$ cat src/rtl/weight_loader_if.sv
// Handshake, memory-write and status bundle for weight_loader.
// The master side (controller or testbench) drives start/abort/stream; the slave side is the loader.
interface weight_loader_if;
  logic        start;
  logic        abort;
  logic [7:0]  s_data;
  logic        s_valid;
  logic        s_ready;
  logic        wr_en;
  logic [1:0]  wr_sel;
  logic [14:0] wr_addr;
  logic [7:0]  wr_data;
  logic        busy;
  logic        done;
  logic        err;

  modport master (
    output start, abort, s_data, s_valid,
    input  s_ready, wr_en, wr_sel, wr_addr, wr_data, busy, done, err
  );

  modport slave (
    input  start, abort, s_data, s_valid,
    output s_ready, wr_en, wr_sel, wr_addr, wr_data, busy, done, err
  );
endinterface

$ cat src/rtl/weight_loader.sv
// Streams layer-1/layer-2 weight and bias bytes into four memories, one byte per accepted transfer.
// Optional trailer checksum verification is enabled with `define LOADER_CHECKSUM_EN.
module weight_loader #(
  parameter int W1_DEPTH = 25088,
  parameter int B1_DEPTH = 32,
  parameter int W2_DEPTH = 320,
  parameter int B2_DEPTH = 10
) (
  input  logic            clk,
  input  logic            rst,
  weight_loader_if.slave  bus
);

  localparam logic [2:0] IDLE  = 3'd0;
  localparam logic [2:0] LD_W1 = 3'd1;
  localparam logic [2:0] LD_B1 = 3'd2;
  localparam logic [2:0] LD_W2 = 3'd3;
  localparam logic [2:0] LD_B2 = 3'd4;
  localparam logic [2:0] CHECK = 3'd5;
  localparam logic [2:0] DONE  = 3'd6;

`ifdef LOADER_CHECKSUM_EN
  localparam logic [2:0] AFTER_B2 = CHECK;
`else
  localparam logic [2:0] AFTER_B2 = DONE;
`endif

  localparam logic [14:0] W1_LAST = 15'(W1_DEPTH - 1);
  localparam logic [14:0] B1_LAST = 15'(B1_DEPTH - 1);
  localparam logic [14:0] W2_LAST = 15'(W2_DEPTH - 1);
  localparam logic [14:0] B2_LAST = 15'(B2_DEPTH - 1);

  logic [2:0]  state_q, state_d;
  logic [14:0] cnt_q, cnt_d;
  logic        wr_en_q, wr_en_d;
  logic [1:0]  wr_sel_q, wr_sel_d;
  logic [14:0] wr_addr_q, wr_addr_d;
  logic [7:0]  wr_data_q, wr_data_d;

  logic        busy;
  logic        ld;
  logic        xfer;
  logic [14:0] region_last;
  logic [1:0]  region_sel;
  logic [2:0]  region_next;

  always_comb begin
    ld   = (state_q == LD_W1) || (state_q == LD_B1) ||
           (state_q == LD_W2) || (state_q == LD_B2);
    busy = ld || (state_q == CHECK);
  end

  assign bus.s_ready = busy && !bus.abort;
  assign xfer        = bus.s_valid && bus.s_ready;
  assign bus.busy    = busy;
  assign bus.done    = (state_q == DONE);
  assign bus.wr_en   = wr_en_q;
  assign bus.wr_sel  = wr_sel_q;
  assign bus.wr_addr = wr_addr_q;
  assign bus.wr_data = wr_data_q;

  always_comb begin
    region_last = W1_LAST;
    region_sel  = 2'd0;
    region_next = LD_B1;
    case (state_q)
      LD_B1: begin region_last = B1_LAST; region_sel = 2'd1; region_next = LD_W2;    end
      LD_W2: begin region_last = W2_LAST; region_sel = 2'd2; region_next = LD_B2;    end
      LD_B2: begin region_last = B2_LAST; region_sel = 2'd3; region_next = AFTER_B2; end
      default: ;
    endcase
  end

`ifdef LOADER_CHECKSUM_EN
  logic [15:0] sum_q, sum_d;
  logic [7:0]  trl_lo_q, trl_lo_d;
  logic        trl_q, trl_d;
  logic        err_q, err_d;
`endif

  // Abort outranks start and any transfer offered in the same cycle.
  always_comb begin
    state_d   = state_q;
    cnt_d     = cnt_q;
    wr_en_d   = 1'b0;
    wr_sel_d  = wr_sel_q;
    wr_addr_d = wr_addr_q;
    wr_data_d = wr_data_q;
    if (bus.abort) begin
      state_d = IDLE;
    end else if (!busy && bus.start) begin
      state_d = LD_W1;
      cnt_d   = '0;
    end else if (xfer && ld) begin
      wr_en_d   = 1'b1;
      wr_sel_d  = region_sel;
      wr_addr_d = cnt_q;
      wr_data_d = bus.s_data;
      if (cnt_q == region_last) begin
        cnt_d   = '0;
        state_d = region_next;
      end else begin
        cnt_d = cnt_q + 15'd1;
      end
    end
`ifdef LOADER_CHECKSUM_EN
    else if (xfer && (state_q == CHECK) && trl_q) begin
      state_d = DONE;
    end
`endif
  end

  always_ff @(posedge clk or posedge rst) begin
    if (rst) begin
      state_q   <= IDLE;
      cnt_q     <= '0;
      wr_en_q   <= 1'b0;
      wr_sel_q  <= '0;
      wr_addr_q <= '0;
      wr_data_q <= '0;
    end else begin
      state_q   <= state_d;
      cnt_q     <= cnt_d;
      wr_en_q   <= wr_en_d;
      wr_sel_q  <= wr_sel_d;
      wr_addr_q <= wr_addr_d;
      wr_data_q <= wr_data_d;
    end
  end

`ifdef LOADER_CHECKSUM_EN
  // Trailer is low byte then high byte; trl_q marks that the low byte is held.
  always_comb begin
    sum_d    = sum_q;
    trl_lo_d = trl_lo_q;
    trl_d    = trl_q;
    err_d    = err_q;
    if (bus.abort) begin
      trl_d = trl_q;
    end else if (!busy && bus.start) begin
      sum_d = '0;
      trl_d = 1'b0;
      err_d = 1'b0;
    end else if (xfer && ld) begin
      sum_d = sum_q + 16'(bus.s_data);
    end else if (xfer && (state_q == CHECK)) begin
      if (!trl_q) begin
        trl_lo_d = bus.s_data;
        trl_d    = 1'b1;
      end else begin
        err_d = ({bus.s_data, trl_lo_q} != sum_q);
        trl_d = 1'b0;
      end
    end
  end

  always_ff @(posedge clk or posedge rst) begin
    if (rst) begin
      sum_q    <= '0;
      trl_lo_q <= '0;
      trl_q    <= 1'b0;
      err_q    <= 1'b0;
    end else begin
      sum_q    <= sum_d;
      trl_lo_q <= trl_lo_d;
      trl_q    <= trl_d;
      err_q    <= err_d;
    end
  end

  assign bus.err = err_q;
`else
  assign bus.err = 1'b0;
`endif

endmodule

$ cat src/flat_wrapper.sv
// flat-port wrapper written by rule: the top's interface ports become plain ports
module weight_loader_flat 
#(
  parameter int W1_DEPTH = 25088,
  parameter int B1_DEPTH = 32,
  parameter int W2_DEPTH = 320,
  parameter int B2_DEPTH = 10
)
  (clk, rst, bus_start, bus_abort, bus_s_data, bus_s_valid, bus_s_ready, bus_wr_en, bus_wr_sel, bus_wr_addr, bus_wr_data, bus_busy, bus_done, bus_err);
  weight_loader_if bus_i ();
  input  logic clk;
  input  logic rst;
  input wire logic [$bits(bus_i.start)-1:0] bus_start;
  input wire logic [$bits(bus_i.abort)-1:0] bus_abort;
  input wire logic [$bits(bus_i.s_data)-1:0] bus_s_data;
  input wire logic [$bits(bus_i.s_valid)-1:0] bus_s_valid;
  output wire logic [$bits(bus_i.s_ready)-1:0] bus_s_ready;
  output wire logic [$bits(bus_i.wr_en)-1:0] bus_wr_en;
  output wire logic [$bits(bus_i.wr_sel)-1:0] bus_wr_sel;
  output wire logic [$bits(bus_i.wr_addr)-1:0] bus_wr_addr;
  output wire logic [$bits(bus_i.wr_data)-1:0] bus_wr_data;
  output wire logic [$bits(bus_i.busy)-1:0] bus_busy;
  output wire logic [$bits(bus_i.done)-1:0] bus_done;
  output wire logic [$bits(bus_i.err)-1:0] bus_err;
  assign bus_i.start = bus_start;
  assign bus_i.abort = bus_abort;
  assign bus_i.s_data = bus_s_data;
  assign bus_i.s_valid = bus_s_valid;
  assign bus_s_ready = bus_i.s_ready;
  assign bus_wr_en = bus_i.wr_en;
  assign bus_wr_sel = bus_i.wr_sel;
  assign bus_wr_addr = bus_i.wr_addr;
  assign bus_wr_data = bus_i.wr_data;
  assign bus_busy = bus_i.busy;
  assign bus_done = bus_i.done;
  assign bus_err = bus_i.err;
  weight_loader #(.W1_DEPTH(W1_DEPTH), .B1_DEPTH(B1_DEPTH), .W2_DEPTH(W2_DEPTH), .B2_DEPTH(B2_DEPTH)) u_core (.clk(clk), .rst(rst), .bus(bus_i));
endmodule
$ cat config.mk
export PLATFORM = sky130hd
export DESIGN_NAME = weight_loader_flat
export DESIGN_NICKNAME = d
export VERILOG_FILES = /design/src/rtl/weight_loader_if.sv /design/src/rtl/weight_loader.sv /design/src/flat_wrapper.sv
export SDC_FILE = /design/constraint.sdc
export NUM_CORES = 1
export LEC_CHECK = 0
export ABC_CLOCK_PERIOD_IN_PS = 1900
export CORE_MARGIN = 10
export CORE_UTILIZATION = 30
export CTS_CLUSTER_DIAMETER = 40
export DETAILED_ROUTE_END_ITERATION = 12
export GPL_TIMING_DRIVEN = 0
export PLACE_DENSITY = 0.57
export SKIP_LAST_GASP = 1
export SYNTH_ARGS = -nofsm -noshare
export SYNTH_HDL_FRONTEND = slang
export SYNTH_SLANG_ARGS = --single-unit
$ cat constraint.sdc
create_clock -name clk -period 1.9 [get_ports clk]
set_input_delay 0.285 -clock clk [delete_from_list [all_inputs] [get_ports clk]]
set_output_delay 0.285 -clock clk [all_outputs]
set_load 0.02 [all_outputs]
==> results of run 1 <==
[worst max-delay path: stages (launching register included)]
cell and delay, ns:
sky130_fd_sc_hd__dfrtp_1 0.38, sky130_fd_sc_hd__buf_6 0.13, sky130_fd_sc_hd__or4_4 0.50, sky130_fd_sc_hd__o311a_4 0.41, sky130_fd_sc_hd__nor2_4 0.10, sky130_fd_sc_hd__nand2_2 0.08, sky130_fd_sc_hd__mux2_4 0.30
[power breakdown]
group,internal (mW),switching [mW]
clock network,0.390,0.322
registers,0.996,0.0385
logic,0.186,0.214
[routing by layer]
layer | vias to the layer above | global-route usage, % | routed length [um] | part of all wire (%)
met1 | 1021 | 14.1 | 2840 | 44
met3 | 7 | 3.53 | 383 | 6.0
met4 | 0 | 3.29 | 74 | 1.1
li1 | 1025 | - | - | -
met2 | 46 | 17.8 | 3140 | 49
met5 | - | 0 | 0 | 0
[final cells by class]
cell class,instances,area (um2),share of cell area (%)
clock inverters,2,35.0,1.05
inverters,5,26.3,0.787
multi-input cells,196,1290,38.7
plain buffers,15,116,3.49
flip-flops and latches,44,1110,33.2
repair buffers,60,566,16.9
well taps,99,124,3.71
clock buffers,6,72.6,2.17
[what timing repair did]
action	4_1_cts	5_1_grt
setup endpoints to repair	41	33
pin swaps	13	16
gates resized for setup	39	44
hold buffers	0	0
setup buffers	11	7
[layout by cell type (no fill, tap or decap), types with 5 or more instances in the layout]
cell type                         count
sky130_fd_sc_hd__nand2_1             90
sky130_fd_sc_hd__dfrtp_1             39
sky130_fd_sc_hd__clkdlybuf4s50_1     37
sky130_fd_sc_hd__buf_4               17
sky130_fd_sc_hd__nor2_1              12
sky130_fd_sc_hd__buf_6                9
sky130_fd_sc_hd__nand4_1              6
sky130_fd_sc_hd__o21ai_1              5
sky130_fd_sc_hd__xnor2_1              5
sky130_fd_sc_hd__clkbuf_8             5
sky130_fd_sc_hd__dfrtp_2              5
[state kept, by name (all words and copies together), names as in the netlist]
| signal | cells |
|---|---|
| u_core.bus.wr_addr | 15 |
| u_core.bus.wr_en | 1 |
| u_core.cnt_q | 15 |
| u_core.state_q | 3 |
| u_core.bus.wr_sel | 2 |
| u_core.bus.wr_data | 8 |
[stage by stage]
stage | util (%) | setup slack, ns | cells
2_1_floorplan | - | -0.000238 | 264
3_3_place_gp | 38.5 | -0.605 | 404
6_report | 45.5 | -0.117 | 427
4_1_cts | 43.1 | -0.0845 | 423
5_1_grt | 45.5 | -0.171 | 427
3_5_place_dp | 38.8 | -0.611 | 405
[synthesized netlist by cell type, drive strengths merged, types with 2 or more instances]
| cell | count |
|---|---|
| nand3 | 8 |
| nor2b | 2 |
| nor4 | 2 |
| nor3b | 2 |
| xnor2 | 5 |
| and3 | 2 |
| a41o | 2 |
| a21oi | 3 |
| a22o | 2 |
| a31oi | 4 |
| or3 | 4 |
| nor2 | 15 |
| nand4 | 6 |
| buf | 11 |
| nor3 | 4 |
| mux2 | 2 |
| inv | 5 |
| o2111ai | 2 |
| dfrtp | 44 |
| a211oi | 3 |
| o21ai | 15 |
| o311ai | 4 |
| nand2 | 91 |
| clkbuf | 8 |
[cells by family after synthesis]
kind of cell,after synthesis,synth area share [%]
and+or+nand+nor,143,28.2
DFF,44,48.4
AOI/OAI and AO/OA,42,13.9
buffers and inverters,24,4.89
xor gates and xnor gates,6,2.31
muxes,3,1.59
adders and majority gates,1,0.549
other,1,0.165
[worst paths after layout]
| path | start | endpoint | slack (ns) | cells after the start |
|---|---|---|---|---|
| setup / recovery | u_core.cnt_q[7] | u_core.state_q[0] | -0.12 | 6 |
| hold reg to reg | u_core.bus.wr_addr[11] | u_core.bus.wr_addr[11] | 0.48 | 2 |
| max in group asynchronous | rst | u_core.cnt_q[13] | 1.09 | 3 |
| setup reg to reg | u_core.cnt_q[7] | u_core.state_q[0] | -0.12 | 6 |
| min in group clk | u_core.bus.wr_addr[11] | u_core.bus.wr_addr[11] | 0.48 | 2 |
| hold / removal | rst | u_core.bus.wr_sel[0] | 0.32 | 2 |
==> flow_metrics.py, run 1 <==
metrics = {
    "logic_synthesis": {
        "synth.ff_latch_count": 44,
        "netlist_area_before_placement_mm2": 0.00228,
        "ys_warn_count": 0,
        "ys_top_cells_by_area": "sky130_fd_sc_hd__dfrtp_1, sky130_fd_sc_hd__nand2_1, sky130_fd_sc_hd__o21ai_0",
        "syn-num-nets": 278,
        "synth-seq-area-share_pct": 48.4,
        "postSynthCellCount": 264,
        "library_cell_occupying_the_most_area_in_the_post_synthesis_netlist": "sky130_fd_sc_hd__dfrtp_1",
        "synth_edf_count": 0,
        "ys.flop_type": "sky130_fd_sc_hd__dfrtp_1",
        "avgSynthCellArea_um2": 8.63,
        "async_flop_share_pct": 100,
        "top_area_cell_type_share_of_the_netlist_area_pct": 48.4,
        "post_synth_num_cell_types": 53,
    },
    "worst_setup_path": {
        "start_kind": "register",
        "critical_path.max_fanout": 7,
        "setup.worst_path.class": "register to register",
        "cp.required_ns": 2.09,
        "timing.critical_path.to_type": "register",
        "worst_ep_arrival_time_ns": 2.21,
    },
    "cells_and_area": {
        "drive_gt1_share_pct": 25.6,
        "antennaDiodeCount": 0,
        "area.growth.synth_to_final_pct": 46.6,
        "fillers": 730,
        "layout.nets": 341,
        "layout.cell_area.non_filler_mm2": 0.00334,
    },
    "cts": {
        "cts.reportedPaths.clkPinSlew_ns": 0.08,
        "cts_root_buf": "sky130_fd_sc_hd__clkbuf_8",
        "cts_tree": "yes",
        "ctsHtreeMaxLevel": 2,
        "max_clock_buf_depth": 2,
        "cts_num_sinks": 44,
        "worstSkewPairLatency_ns": 0.30,
        "cts_buffer_count": 5,
    },
    "detailed_routing": {
        "detailroute.via_count": 2099,
        "wirelength_um": 6440,
        "avgViaCountPerCell": 4.92,
        "detailedRoute.firstIterationViolations": 106,
        "drt_pass1_iterations": 4,
        "detail-route-antenna-nets": 0,
        "post-route-drc-count": 0,
        "wl_per_cell_um": 15.1,
    },
    "floorplan": {
        "design.portCount": 43,
        "rows": 31,
        "initial_utilization_pct": 31.1,
        "die_width_um": 107,
        "die-height_um": 107,
        "core-area_mm2": 0.00733,
        "total_die_area_mm2": 0.0115,
    },
    "grt": {
        "initial_antenna_violation_count": 0,
        "wire_length_of_the_first_global_routing_pass_um": 10600,
        "grt_pass1_vias": 2132,
        "grt_usage_pct": 11.1,
        "grt_max_degree": 26,
        "grt_remaining_overflow": 0,
    },
    "sta": {
        "finalSetupTns_ns": -0.924,
        "max_freq_ghz": 0.496,
        "setup_viol": 16,
        "post-route-period-util_pct": 106,
        "max_slew_margin_pct": 66.5,
        "count_of_pins_over_their_slew_limit": 0,
        "timing_worst_slew_pin_value_ns": 0.502,
        "layout_setup_ws_ns": -0.117,
        "final_setup_skew_ns": 0.00570,
        "setup_repair_after_global_routing_missed_its_margin": "true",
        "fin_worst_hold_slack_ns": 0.318,
        "final_hold_violations": 0,
        "shortest_period_the_worst_path_allows_ns": 2.02,
    },
    "power_and_ir_drop": {
        "post-layout-total-power_mw": 2.15,
        "ir_worst_vdd_uv": 286,
        "power-per-cell-area_mw_per_mm2": 643,
        "total_leakage_power_nw": 1.51,
    },
    "place": {
        "port_buffers": 41,
        "detailedPlacementHpwl_um": 4250,
        "detailed_place.area_mm2": 0.00284,
        "gpl.final_weighted_congestion": 0.824,
    },
    "flow_run": {
        "drv.max_cap_violation_count": 0,
    },
    "outcome": {
        "status": "finished, violations left",
        "failed_checks": "setup timing",
    },
    "hold_path": {
        "worstHoldPathType": "input pin to asynchronous set/reset pin",
    },
}
No activity file was read; power rests on OpenSTA's default activity.
==> inputs of run 2 (changes only) <==
CAP_MARGIN = 20   (was default)
==> results of run 2 <==
The final DEF is identical to that of run 1; final timing and power are the same.
